File: src/rtl/pwm_duty_decoder.sv
// Receive-side PWM decoder: synchronizes pwm_in, measures high time and rise-to-rise
// period in clk cycles, and reports lines held low or high for TIMEOUT cycles.
module pwm_duty_decoder #(
    parameter int TIMEOUT = 4096
) (
    input  logic        clk,
    input  logic        rst_n,
    input  logic        pwm_in,
    output logic [10:0] duty,
    output logic [11:0] period,
    output logic        valid,
    output logic        stuck_lo,
    output logic        stuck_hi
);
    localparam int              TO_W    = $clog2(TIMEOUT + 1);
    localparam logic [TO_W-1:0] TO_MAX  = TO_W'(TIMEOUT);
    localparam logic [TO_W-1:0] TO_LAST = TO_W'(TIMEOUT - 1);
    localparam logic [11:0]     CNT_MAX = 12'hFFF;

    typedef enum logic [1:0] {
        IDLE,
        ARMED,
        HIGH,
        LOW
    } state_t;

    state_t          state, state_nxt;
    logic            s1, s2, s3;
    logic [1:0]      sync_ok;
    logic [11:0]     high_cnt, high_nxt, high_inc;
    logic [11:0]     low_cnt, low_nxt, low_inc;
    logic [TO_W-1:0] to_cnt, to_nxt;
    logic [10:0]     duty_nxt, duty_meas;
    logic [11:0]     period_nxt, period_meas;
    logic [12:0]     period_sum;
    logic            valid_nxt, stuck_lo_nxt, stuck_hi_nxt;
    logic            rise, fall, lvl, primed, timeout;

    assign rise = s2 & ~s3;
    assign fall = ~s2 & s3;
    assign lvl  = s2;
    // s2 only reflects the pin once two clocks have passed since reset; before that its
    // zero must not arm the FSM or start the timeout, or a line high at release would
    // be measured as a partial period.
    assign primed = (sync_ok == 2'd2);

    assign high_inc = (high_cnt == CNT_MAX) ? high_cnt : high_cnt + 12'd1;
    assign low_inc  = (low_cnt == CNT_MAX) ? low_cnt : low_cnt + 12'd1;

    // The rise cycle itself belongs to the low phase, so the sum uses the incremented low count.
    assign period_sum  = {1'b0, high_cnt} + {1'b0, low_inc};
    assign period_meas = period_sum[12] ? CNT_MAX : period_sum[11:0];
    assign duty_meas   = high_cnt[11] ? 11'h7FF : high_cnt[10:0];

    // Fires only on the single cycle the counter steps onto TIMEOUT; an edge wins.
    assign timeout = primed && !rise && !fall && (to_cnt == TO_LAST);

    // NOTE: every signal written below gets a default first, so no path can infer a latch.
    always_comb begin
        state_nxt    = state;
        high_nxt     = high_cnt;
        low_nxt      = low_cnt;
        duty_nxt     = duty;
        period_nxt   = period;
        valid_nxt    = 1'b0;
        stuck_lo_nxt = stuck_lo;
        stuck_hi_nxt = stuck_hi;

        if (rise || fall) begin
            to_nxt = '0;
        end else if (primed && to_cnt != TO_MAX) begin
            to_nxt = to_cnt + 1'b1;
        end else begin
            to_nxt = to_cnt;
        end

        case (state)
            IDLE: begin
                if (primed && !lvl) begin
                    state_nxt = ARMED;
                end
            end
            ARMED: begin
                if (rise) begin
                    high_nxt  = '0;
                    state_nxt = HIGH;
                end
            end
            HIGH: begin
                high_nxt = high_inc;
                if (fall) begin
                    low_nxt   = '0;
                    state_nxt = LOW;
                end
            end
            LOW: begin
                low_nxt = low_inc;
                if (rise) begin
                    duty_nxt     = duty_meas;
                    period_nxt   = period_meas;
                    stuck_lo_nxt = 1'b0;
                    stuck_hi_nxt = 1'b0;
                    valid_nxt    = 1'b1;
                    high_nxt     = '0;
                    state_nxt    = HIGH;
                end
            end
            default: state_nxt = IDLE;
        endcase

        if (timeout) begin
            valid_nxt  = 1'b1;
            period_nxt = '0;
            if (!lvl) begin
                duty_nxt     = '0;
                stuck_lo_nxt = 1'b1;
                stuck_hi_nxt = 1'b0;
                state_nxt    = ARMED;
            end else begin
                duty_nxt     = 11'h7FF;
                stuck_lo_nxt = 1'b0;
                stuck_hi_nxt = 1'b1;
                state_nxt    = IDLE;
            end
        end
    end

    // NOTE: sequential state uses non-blocking assignments so every flop samples pre-edge values.
    always_ff @(posedge clk or negedge rst_n) begin
        if (!rst_n) begin
            s1       <= 1'b0;
            s2       <= 1'b0;
            s3       <= 1'b0;
            sync_ok  <= 2'd0;
            state    <= IDLE;
            high_cnt <= '0;
            low_cnt  <= '0;
            to_cnt   <= '0;
            duty     <= '0;
            period   <= '0;
            valid    <= 1'b0;
            stuck_lo <= 1'b0;
            stuck_hi <= 1'b0;
        end else begin
            s1       <= pwm_in;
            s2       <= s1;
            s3       <= s2;
            if (!primed) begin
                sync_ok <= sync_ok + 2'd1;
            end
            state    <= state_nxt;
            high_cnt <= high_nxt;
            low_cnt  <= low_nxt;
            to_cnt   <= to_nxt;
            duty     <= duty_nxt;
            period   <= period_nxt;
            valid    <= valid_nxt;
            stuck_lo <= stuck_lo_nxt;
            stuck_hi <= stuck_hi_nxt;
        end
    end

endmodule

File: config.mk
export PLATFORM = sky130hd
export DESIGN_NAME = pwm_duty_decoder
export DESIGN_NICKNAME = d
export VERILOG_FILES = /design/src/rtl/pwm_duty_decoder.sv
export SDC_FILE = /design/constraint.sdc
export NUM_CORES = 1
export LEC_CHECK = 0
export ABC_AREA = 1
export BUFFER_PORTS_ARGS = -buffer_cell sky130_fd_sc_hd__buf_2
export CAP_MARGIN = 15
export CORE_UTILIZATION = 45
export DETAILED_ROUTE_END_ITERATION = 7
export PLACE_DENSITY = 0.69
export SLEW_MARGIN = 10
export SYNTH_ARGS = -nofsm -noshare
export SYNTH_HDL_FRONTEND = slang
export SYNTH_SLANG_ARGS = --single-unit
File: constraint.sdc
create_clock -name clk -period 3.7 [get_ports clk]
set_input_delay 0.555 -clock clk [delete_from_list [all_inputs] [get_ports clk]]
set_output_delay 0.555 -clock clk [all_outputs]
set_load 0.005 [all_outputs]
Word-level counts from Yosys, hierarchy flattened:

Index checks and enable logic that the tools add are counted.

* flip-flop bits (word level): 70
* bits in latches: 0
* bits in writable memories: 0
* ROM bits: 0
* bits of input ports: 3
* output and inout port bits: 26
* logic and storage cells: 88
* memories kept: 0

* $add $sub $neg: 5
* $mul: 0
* div/mod/pow operators: 0
* order comparisons: 0
* equal/unequal tests: 14
* shift-type cells: 0
* mux-type cells: 32
* bitwise gates (word level): 4
* reduce and logical (&&, ||, !) cells: 20

Operator list (number)
* 12-bit two-way mux: 8
* 11-bit two-way mux: 5
* 12-bit case mux with 2 select lines: 2
* 13-bit two-way mux: 2
* 12-bit by 1-bit adder with 12-bit output (second input constant): 2
* 12-bit equality test (second input constant): 2
* 12-bit by 12-bit adder with 13-bit output: 1
* 13-bit by 1-bit adder with 13-bit output (second input constant): 1
* 13-bit by 12-bit equality test with 1-bit output (second input constant): 1
* 13-bit != test (second input constant): 1
* 1-bit two-way mux: 10
* 2-bit nonzero test: 5
* 2-bit two-way mux: 4
* 2-bit equality test (second input constant): 3
* 3-bit != test (second input constant): 2
* 2-bit case mux with 3 select lines: 1
* 3-bit AND reduction: 2
* 1-bit logical AND: 5
* 2-bit != test (second input constant): 2
* 2-bit AND reduction: 2
* 1-bit zero test: 3
* 3-bit by 1-bit != test with 1-bit output (second input constant): 1
* 2-bit by 1-bit adder with 2-bit output (second input constant): 1
* 1-bit bitwise AND: 2
* 6 further kinds: 7

Longest topological paths before layout:

Gate-level depths: netlist (run 1).

* depth after elaboration: 8
* gate-level depth with buffers: 19
* mapped depth without buffers: 19

Worst setup path before layout (run 1):

No wires, ideal clock.

* path type: reg-to-reg
* start: register low_cnt[0]
* end: register period[10]
* library setup time: 0.065 ns
* data arrival time: 2.625 ns
* required time: 3.635 ns
* slack: 1.009 ns
* stages on the path, launching flop included: 20
* buffers on the path: 2
* clock period less this slack: 2.691 ns
* cells stage by stage: dfrtp_1 > ha_1 > nand3_1 > nor2_2 > nand4_2 > buf_2 > nand2_1 > nand2_1 > inv_1 > ha_1 > inv_1 > fa_1 > nor2_1 > nor2_1 > nor2_1 > nor2_1 > buf_2 > nand3_1 > nand2_1 > nand2_1

* longest elaborated chain between the ends: 7
* elaborated cells on any way between the ends: 8
* those cells by class: add/sub: 2; eq/ne: 1; mux: 5

RTL lines
* from (decl): RTL line 31 `logic [11:0] low_cnt, low_nxt, low_inc;`
* from (signal assigned): RTL line 153 `low_cnt <= low_nxt;`
* 12-bit by 1-bit adder with 12-bit output / 12-bit equality test (equally long branches): RTL line 48 `assign low_inc = (low_cnt == CNT_MAX) ? low_cnt : low_cnt + 12'd1;`
* 12-bit two-way mux (*): RTL line 48
* 12-bit by 12-bit adder with 13-bit output (*): RTL line 51 `assign period_sum = {1'b0, high_cnt} + {1'b0, low_inc};`
* 12-bit two-way mux (*): RTL line 52 `assign period_meas = period_sum[12] ? CNT_MAX : period_sum[11:0];`
* 12-bit two-way mux (*): RTL line 98 `if (rise) begin`
* 12-bit two-way mux (*): RTL line 77 `case (state)`
* 12-bit two-way mux (*): RTL line 111 `if (timeout) begin`
* to (signal assigned): RTL line 156 `period <= period_nxt;`
* to (decl): RTL line 10 `output logic [11:0] period,`

Every way passes the cells marked *; elsewhere a longest branch is shown, timed or not. The select of a mux whose other input is x is not followed.
A chain may end at the register's enable or synchronous reset.

Worst setup path after layout (run 1):

* start: register low_cnt[0]
* end: register period[6]

The elaborated chain is that of the path after synthesis.

==> results of run 1 <==
## sequential cells by signal, summed over array words and instances (netlist names)
signal,count
to_cnt,13
high_cnt,12
low_cnt,12
period,12
duty,11
state,2
sync_ok,2
lvl,1
s1,1
s3,1
stuck_hi,1
stuck_lo,1
valid,1
## kinds of logic (layout without fill, tap and decap cells)
| logic type | count (synthesis) | after routing | share of synthesized area |
|---|---|---|---|
| buf+inv | 102 | 134 | 0.0915 |
| flops | 70 | 70 | 0.385 |
| simple gates | 380 | 380 | 0.371 |
| fa+ha+maj | 20 | 20 | 0.0566 |
| xor+xnor | 18 | 18 | 0.0346 |
| compound gates | 50 | 50 | 0.0610 |
## final cells by class
cell class	count	area (um2)	share of cell area
Clock buffer	10	128	0.0255
Clock inverter	6	71.3	0.0142
Inverter	85	319	0.0637
Multi-Input combinational cell	468	2380	0.476
Sequential cell	70	1750	0.350
Tap cell	133	166	0.0332
Timing Repair Buffer	33	190	0.0380
## worst max path at each step
stage / from / to / slack [ps] / cells past startpoint
after floorplan: low_cnt[0]$_DFFE_PN0P_ / period[10]$_DFFE_PN0P_ / 1010 / 19
after global placement: low_cnt[0]$_DFFE_PN0P_ / period[6]$_DFFE_PN0P_ / 780 / 18
after detailed placement: low_cnt[0]$_DFFE_PN0P_ / period[11]$_DFFE_PN0P_ / 640 / 18
after CTS: low_cnt[0]$_DFFE_PN0P_ / period[6]$_DFFE_PN0P_ / 610 / 17
after global routing: low_cnt[0]$_DFFE_PN0P_ / period[9]$_DFFE_PN0P_ / 230 / 18
final: low_cnt[0]$_DFFE_PN0P_ / period[6]$_DFFE_PN0P_ / 560 / 17
## Yosys cell counts
cell      number  area (um2)
nand2_1      198         743
nand3_1       81         405
inv_1         77         289
dfrtp_1       70        1750
nor2_1        45         169
o21ai_0       26         130
ha_1          19         238
nor3_1        16        80.1
nand4_1       15        93.8
xor2_1        14         123
buf_2          9        45.0
o21ai_1        8        40.0
a21oi_1        6        30.0
inv_2          6        22.5
nand2_2        6        37.5
nor2_2         5        31.3
buf_4          4        30.0
xnor2_1        4        35.0
nand3b_1       3        22.5
or2_2          3        18.8
clkbuf_1       2        7.51
clkinv_1       2        7.51
nor3_4         2        32.5
o21ai_2        2        17.5
o21bai_1       2        15.0
o22ai_1        2        12.5
a21boi_0       1        7.51
a21o_1         1        7.51
a21oi_2        1        8.76
a22o_1         1        8.76
and2_1         1        6.26
buf_1          1        3.75
buf_6          1        11.3
fa_1           1        20.0
nand3_2        1        10.0
nand4_2        1        12.5
nor2_4         1        11.3
nor3_2         1        10.0
nor4_1         1        6.26
## worst reg2reg max path, stage by stage, from the launching register on
cell and delay (ps):
dfrtp_1 400, ha_1 230, nand3_1 100, nor2_2 190, nand4_2 330, nand2_1 150, nand2_1 80, inv_1 60
ha_1 180, inv_1 60, fa_1 410, nor2_1 160, nor2_1 90, o21ai_0 260, or2_2 170, nand3_1 60
nand2_1 60, nand2_1 50
## layout by cell type, fill, tap and decap left out, types with 2 or more instances in the layout
master | synthesis | layout
nor3_1 | 16 | 16
a21oi_1 | 6 | 6
nand3b_1 | 3 | 3
nor3_4 | 2 | 2
buf_4 | 4 | 4
o21ai_0 | 26 | 26
o21ai_1 | 8 | 8
o22ai_1 | 2 | 2
nand2_1 | 198 | 198
or2_2 | 3 | 3
buf_2 | 9 | 28
clkinv_4 | 0 | 2
dfrtp_1 | 70 | 70
nand3_1 | 81 | 81
o21ai_2 | 2 | 2
clkinvlp_4 | 0 | 2
inv_2 | 6 | 6
xor2_1 | 14 | 14
o21bai_1 | 2 | 2
xnor2_1 | 4 | 4
nand4_1 | 15 | 15
clkinv_1 | 2 | 2
clkbuf_8 | 0 | 9
nor2_2 | 5 | 5
inv_1 | 77 | 77
nor2_1 | 45 | 45
ha_1 | 19 | 19
nand2_2 | 6 | 6
## routing by layer
metal	vias to the layer above	routed length, um
met5	-	0
met3	27	378
met4	0	302
met2	108	5270
li1	2111	-
met1	1932	4870
## stage by stage
stage                     utilization  worst slack (ps)  instance area [um2]  cells  hold WS [ps]
after global placement          0.490               779                 4790    788           336
after detailed placement        0.490               639                 4790    788           346
final                           0.513               562                 5010    805          67.0
after floorplan                     -              1010                 4550    640           259
after global routing            0.513               232                 5010    805          76.4
after CTS                       0.510               614                 4990    804           307
## report_power, final
part | total (W) | switching (W) | internal [W]
clock network | 0.000626 | 0.000310 | 0.000316
logic | 0.000650 | 0.000422 | 0.000228
registers | 0.000932 | 0.0000828 | 0.000849
total | 0.00221 | 0.000815 | 0.00139
==> flow_summary.json, run 1 <==
{
  "outcome": "complete, no violations",
  "crit_type": "flop to flop",
  "clock_skew_ps": 9.24,
  "die_area_um2": 10500,
  "syn_inst": 640,
  "root_buffer": "clkbuf_8",
  "synth_warnings": 0,
  "vias": 4178,
  "first_global_vias": 4035,
  "timing_hold_violations_final": 0,
  "max_stage_delay_ps": 410,
  "drcViolationCount": 0,
  "max-vdd-ir-drop_mv": 0.240,
  "cts.sinks": 70,
  "r2r_cells": 17,
  "fill_cells": 990,
  "initial_core_util": 0.466,
  "syn_area_um2": 4550,
  "cts_buffer_depth": 2,
  "n_antenna_cell": 0,
  "die_x_um": 103,
  "grtUsageMet3": 0.0407,
  "end_kind": "flop",
  "setup_viol": 0,
  "busiest_layer": "met2",
  "drtIter0Drc": 216,
  "rsz0062_at_grt": "false",
  "grt_usage": 0.221,
  "tns_ps": 0,
  "rows": 36,
  "place_hpwl_um": 8180,
  "worstMarginPinSlew_ps": 829,
  "crit_path_top_delay_cell": "fa_1",
  "ctsHoldBuffers": 0,
  "drv_slew": 0,
  "cp.required_ps": 3940,
  "clkTransAtPathRegs_ps": 80,
  "io_buffers": 28,
  "critPathMaxFanout": 13,
  "cts_tree": "yes",
  "synth_seq_cells": 70,
  "cp_cell_sequence": "ha_1, nand3_1, nor2_2, nand4_2, nand2_1, nand2_1, inv_1, ha_1, inv_1, fa_1, nor2_1, nor2_1, o21ai_0, or2_2, nand3_1, nand2_1, nand2_1",
  "numCtsBuffers": 9,
  "power_density_nw_per_um2": 441,
  "antenna_found_initial": 0,
  "yosysSeqAreaShare": 0.385,
  "clk_latency_ps": 350,
  "grt_max_degree": 47,
  "period_minus_slack_ps": 3140,
  "coreArea_um2": 9770,
  "fmax_mhz": 319,
  "ant_nets": 0,
  "finalCritPeriodShare": 0.848,
  "worstPathArrival_ps": 3380,
  "post_drt_wl_per_cell_um": 13.4,
  "grtUsageMet2": 0.385,
  "critPathMostFrequentCell": "nand2_1",
  "drive_gt1_frac": 0.115,
  "met1_usage": 0.265,
  "p_leak_nw": 2.70,
  "synth_nets": 663,
  "routed_wl_um": 10800,
  "die_y_um": 103,
  "path_buf_inv": 2,
  "ctsResizeCount": 0,
  "cts_max_level": 3,
  "cpLargestDelayFamily": "simple AND/OR/NAND/NOR gates",
  "grt_pass1_wl_um": 18000,
  "grt_overflow": 0,
  "r2r-end": "period[6]$_DFFE_PN0P_",
  "timing.rr.start": "low_cnt[0]$_DFFE_PN0P_",
  "cts_setup_buffers": 0,
  "avgSynthCellArea_um2": 7.11,
  "dr.pass1.iters": 5,
  "r2r_setup_slack_ps": 560,
  "nNetsFinal": 690,
  "ios": 29,
  "hold_class": "input pin to async pin",
  "routabilityCongestion": 0.897,
  "viasPerCell": 5.19,
  "power_w": 0.00221,
  "yosysUniqueCellTypes": 39,
  "syn_to_final_growth_pct": 10.1,
  "max_cap_viol_count": 0,
  "startpoint_type": "flop",
  "max-slew-margin-rel": 0.446
}
Note: power is estimated with default switching activity, not from simulation.
==> inputs of run 2 (changes only) <==
ABC_AREA = 0   (was 1)
PLACE_DENSITY = 0.72   (was 0.69)
clock period = 2.6 ns   (was 3.7 ns; I/O delays follow)
==> run 2 against run 1 <==
Against the previous run:
- the run now ends with setup timing left
- cell count is 23% lower
- non-clock buffer count is 45 higher
- first-iteration DRC count is 28% lower
- clock power is 44% higher
- core utilization is 5.4 points higher
- hold slack better by 18 ps
- critical path type unchanged
==> flow_summary.json, run 2 <==
{
  "synth.largest_area_cell": "dfrtp_1",
  "outcome": "finished with violations",
  "setup_viol": 10,
  "initial_core_util": 0.466,
  "syn_area_um2": 4070,
  "cts.sinks": 70,
  "layout_common_cells": "dfrtp_1, buf_4, nand2_1",
  "root_buffer": "clkbuf_8",
  "avgSynthCellArea_um2": 9.35,
  "met1_usage": 0.266,
  "rsz0062_at_grt": "true",
  "place_ws_ps": -129,
  "viasPerCell": 5.66,
  "syn_to_final_growth_pct": 21.4,
  "drcViolationCount": 0,
  "synth.most_common_cell": "dfrtp_1",
  "die_x_um": 97.1,
  "synth_edf_count": 0,
  "largest_register_ffs": 13,
  "cts_buffer_depth": 2,
  "violations": "setup timing",
  "worstPathArrival_ps": 2950,
  "rows": 34,
  "busiest_layer": "met2",
  "dr.pass1.iters": 4,
  "synthTopCellsByCount": "dfrtp_1, nand2_1, a21oi_1",
  "die_y_um": 97.1,
  "first_global_vias": 3415,
  "cts_max_level": 3,
  "drtIter0Drc": 156,
  "p_leak_nw": 2.34,
  "power_density_nw_per_um2": 743,
  "clock_skew_ps": 14.7,
  "io_buffers": 28,
  "top_register": "to_cnt",
  "routabilityCongestion": 0.850,
  "ant_nets": 0,
  "yosysUniqueCellTypes": 54,
  "synth.top_cell.area_share": 0.431,
  "crit_type": "flop to flop",
  "grt_overflow": 0,
  "final_common_cell": "dfrtp_1",
  "max-slew-margin-rel": 0.477,
  "synth_nets": 458,
  "antenna_found_initial": 0,
  "finalCritPeriodShare": 1.03,
  "fmax_mhz": 375,
  "worstMarginPinSlew_ps": 779,
  "clkTransAtPathRegs_ps": 90,
  "setup_slack_ps": -67.6,
  "post_drt_wl_per_cell_um": 15.2,
  "period_minus_slack_ps": 2670,
  "syn_inst": 435,
  "cp.required_ps": 2880,
  "coreArea_um2": 8720,
  "grt_pass1_wl_um": 15900,
  "routed_wl_um": 9400,
  "numCtsBuffers": 9,
  "vias": 3512,
  "critPathMaxFanout": 5,
  "hold_class": "input pin to async pin",
  "clk_latency_ps": 360,
  "timing_hold_violations_final": 0,
  "end_kind": "flop",
  "nNetsFinal": 530,
  "grt_usage": 0.207,
  "synthArstFlopShare": 1.00,
  "grt_max_degree": 35,
  "synth_warnings": 0,
  "synth_top_flop_cell": "dfrtp_1",
  "drv_slew": 0,
  "fill_cells": 732,
  "grtUsageMet3": 0.0288,
  "die_area_um2": 9420,
  "yosysSeqAreaShare": 0.431,
  "max_cap_viol_count": 0,
  "startpoint_type": "flop",
  "drive_gt1_frac": 0.240,
  "max-vdd-ir-drop_mv": 0.296,
  "ys_top_cells_by_area": "dfrtp_1, ha_1, a21oi_1",
  "grtUsageMet2": 0.353,
  "power_w": 0.00367,
  "ios": 29,
  "n_antenna_cell": 0,
  "cts_tree": "yes",
  "synth_seq_cells": 70,
  "place_hpwl_um": 6760,
  "multi_input_area_um2": 2290,
  "seq_area_um2": 1750
}
[run 2: cell families after synthesis]
logic type	after synthesis	synth area share
and+or+nand+nor	168	0.216
AOI/OAI and AO/OA	109	0.175
DFF	70	0.431
xor gates and xnor gates	32	0.0689
buffers and inverters	30	0.0301
adders and majority gates	20	0.0634
muxes	6	0.0160
[run 2: timing repair]
item / 4_1_cts / 5_1_grt
setup endpoints to repair: 12 / 12
hold buffers: 0 / 0
setup buffers: 2 / 4
pin swaps: 9 / 11
gates resized for setup: 9 / 8
[run 2: worst paths after layout]
check / cells after the start / startpoint / to / slack (ps)
min reg2reg: 0 / s1$_DFF_PN0_ / lvl$_DFF_PN0_ / 350
min in group clk: 1 / pwm_in / s1$_DFF_PN0_ / 150
min: 1 / rst_n / duty[5]$_DFFE_PN0P_ / 80
max in group asynchronous: 2 / rst_n / low_cnt[1]$_DFFE_PN0P_ / 1700
max reg2reg: 13 / low_cnt[8]$_DFFE_PN0P_ / period[4]$_DFFE_PN0P_ / -70
max: 13 / low_cnt[8]$_DFFE_PN0P_ / period[4]$_DFFE_PN0P_ / -70
[run 2: critical path, stage by stage (launching register included)]
cell and delay (ps):
dfrtp_1 350, and4_4 230, and4_4 230, and2b_2 220, xnor2_2 120, ha_2 200, inv_2 40, fa_2 340
nand2b_4 160, a21oi_4 160, o21ai_2 100, o21ai_1 200, nor2_2 80, a21oi_1 150
[run 2: final cells by class]
class | count | share of cell area
clock buffer | 10 | 0.0258
sequential | 70 | 0.355
clock inverter | 6 | 0.0142
inverter | 13 | 0.00988
timing repair buffer | 78 | 0.104
multi-input combinational | 335 | 0.464
tap | 108 | 0.0274
[run 2: report_power, final]
group | internal (W) | switching (W)
Sequential | 0.00131 | 0.000183
Clock | 0.000452 | 0.000447
Combinational | 0.000645 | 0.000632
Total | 0.00241 | 0.00126
[run 2: through the flow]
step,cells,TNS (ps),area [um2],utilization,hold slack (ps)
floorplan,435,-402,4100,-,94.4
global placement,598,-634,4630,0.531,336
detailed placement,598,-1140,4630,0.531,336
CTS,616,-146,4880,0.560,109
global route,620,-2130,4940,0.566,134
finish,620,-479,4940,0.566,85.0
[run 2: per-layer routing]
layer	wire length [um]	up-vias
li1	-	1710
met1	4280	1710
met2	4650	76
met3	299	16
met4	172	0
met5	0	-
==> inputs of run 3 (changes only) <==
BUFFER_PORTS_ARGS = not set   (was -buffer_cell sky130_fd_sc_hd__buf_2)
DONT_BUFFER_PORTS = 1   (was not set)
PLACE_DENSITY = 0.69   (was 0.72)
==> run 3 against run 2 <==
Against the previous run:
- the flow still finishes with violations (setup timing)
- sequential power is 3% higher
- combinational power fell by 11%
- register-to-register slack worse by 60 ps
- critical path depth unchanged
==> flow_summary.json, run 3 (synthesized netlist as in run 2, its figures left out) <==
{
  "routed_wl_um": 9390,
  "grt_usage": 0.210,
  "min_to": "s1$_DFF_PN0_",
  "share_seq_of_total_power": 0.419,
  "nNetsFinal": 502,
  "r2r-end": "period[3]$_DFFE_PN0P_",
  "end_kind": "flop",
  "swShare": 0.346,
  "setup_viol": 12,
  "fill_cells": 750,
  "timing.rr.start": "low_cnt[6]$_DFFE_PN0P_",
  "holdCritStartpoint": "pwm_in",
  "p_int_w": 0.00242,
  "violations": "setup timing",
  "timing_hold_violations_final": 0,
  "routabilityCongestion": 0.815,
  "n_antenna_cell": 0,
  "stdcell_area_um2": 4860,
  "crit_type": "flop to flop",
  "antenna_found_initial": 0,
  "worstMarginPinSlew_ps": 790,
  "ant_nets": 0,
  "numCtsBuffers": 9,
  "die_y_um": 97.1,
  "busiest_layer": "met2",
  "final_common_cell": "dfrtp_1",
  "initial_core_util": 0.466,
  "cts_tree": "yes",
  "met1_usage": 0.268,
  "syn_to_final_growth_pct": 19.4,
  "first_global_vias": 3271,
  "die_area_um2": 9420,
  "finalCritPeriodShare": 1.05,
  "grt_overflow": 0,
  "startpoint_type": "flop",
  "holdPathStages": 0,
  "grt_max_degree": 71,
  "rsz0062_at_grt": "true",
  "coreArea_um2": 8720,
  "worstPathArrival_ps": 3000,
  "p_comb_frac": 0.309,
  "period_minus_slack_ps": 2730,
  "cp.required_ps": 2880,
  "max-vdd-ir-drop_mv": 0.256,
  "r2r_setup_slack_ps": -130,
  "clk_latency_ps": 350,
  "clock_skew_ps": 13.9,
  "place_hpwl_um": 6590,
  "max-slew-margin-rel": 0.470,
  "p_sw_w": 0.00128,
  "post_drt_wl_per_cell_um": 15.9,
  "grt_pass1_wl_um": 15900,
  "io_buffers": 0,
  "top_register": "to_cnt",
  "clkTransAtPathRegs_ps": 80,
  "clkPwrFrac": 0.272,
  "die_x_um": 97.1,
  "fmax_mhz": 367,
  "drive_gt1_frac": 0.202,
  "max_cap_viol_count": 0,
  "p_leak_nw": 2.25,
  "largest_register_ffs": 13,
  "layout_common_cells": "dfrtp_1, buf_4, nand2_1",
  "r2r_cells": 13,
  "place_ws_ps": -147,
  "root_buffer": "clkbuf_8",
  "vias": 3355,
  "grtUsageMet2": 0.347,
  "setup_slack_ps": -125,
  "viasPerCell": 5.67,
  "outcome": "finished with violations",
  "rows": 34,
  "cts_buffer_depth": 2,
  "drtIter0Drc": 136,
  "power_density_nw_per_um2": 761,
  "drcViolationCount": 0,
  "cts.sinks": 70,
  "worst_hold_slack_ps": 70.0,
  "dr.pass1.iters": 4,
  "cts_max_level": 3,
  "dpl_cell_area_um2": 4490,
  "hold_class": "input pin to flop",
  "ios": 29,
  "drv_slew": 0,
  "grtUsageMet3": 0.0511,
  "critPathMaxFanout": 5
}
[run 3: layout make-up]
type | count | area, um2 | share of cell area
Multi-Input combinational cell | 335 | 2300 | 0.474
Sequential cell | 70 | 1750 | 0.361
Timing Repair Buffer | 50 | 398 | 0.0819
Tap cell | 108 | 135 | 0.0278
Clock buffer | 9 | 124 | 0.0255
Clock inverter | 7 | 96.3 | 0.0198
Inverter | 13 | 48.8 | 0.0100
[run 3: worst max-delay path by stage]
stage                           start                endpoint  cells after the start
2_1_floorplan  low_cnt[5]$_DFFE_PN0P_   period[8]$_DFFE_PN0P_                     14
3_3_place_gp   low_cnt[6]$_DFFE_PN0P_  period[11]$_DFFE_PN0P_                     12
3_5_place_dp   low_cnt[8]$_DFFE_PN0P_   period[5]$_DFFE_PN0P_                     11
4_1_cts        low_cnt[8]$_DFFE_PN0P_   period[9]$_DFFE_PN0P_                     12
5_1_grt        low_cnt[0]$_DFFE_PN0P_  period[10]$_DFFE_PN0P_                     12
6_report       low_cnt[6]$_DFFE_PN0P_   period[3]$_DFFE_PN0P_                     13
[run 3: routing by layer]
layer	vias to the layer above	part of all wire	wire, um
li1	1655	-	-
met1	1613	0.46	4280
met2	68	0.49	4640
met3	19	0.031	287
met4	0	0.020	186
met5	-	0	0
[run 3: power by group through the flow]
stage,clock (W),sequential [W],combinational (W)
after detailed placement,0,0.00157,0.00103
after global placement,0,0.00156,0.000971
final,0.00101,0.00155,0.00114
after CTS,0.00101,0.00155,0.00110
after global routing,0.00107,0.00158,0.00128
after floorplan,0,0.00151,0.000724
[run 3: critical path, stage by stage, from the launching register on]
cell and delay [ps]:
dfrtp_1 380, and4_4 220, and4_4 240, and2b_2 230
xnor2_2 120, ha_2 200, inv_2 40, fa_2 350
nand2b_4 160, a21oi_4 180, o21ai_2 110, o21ai_2 210
nor2_2 80, a21oi_1 140
[run 3: stage by stage]
stage                     power, W  TNS, ps  std cells   util
after floorplan            0.00223     -402        435      -
after global placement     0.00253     -726        569  0.514
after detailed placement   0.00260    -1590        569  0.514
after CTS                  0.00367    -1170        588  0.549
after global routing       0.00393    -2410        592  0.557
final                      0.00370    -1110        592  0.557
[run 3: what timing repair did]
action	4_1_cts	5_1_grt
buffers inserted	1	4
hold buffers	2	0
pin swaps	11	8
setup endpoints to repair	12	12
endpoints found under the hold margin	70	0
resized for setup	10	11
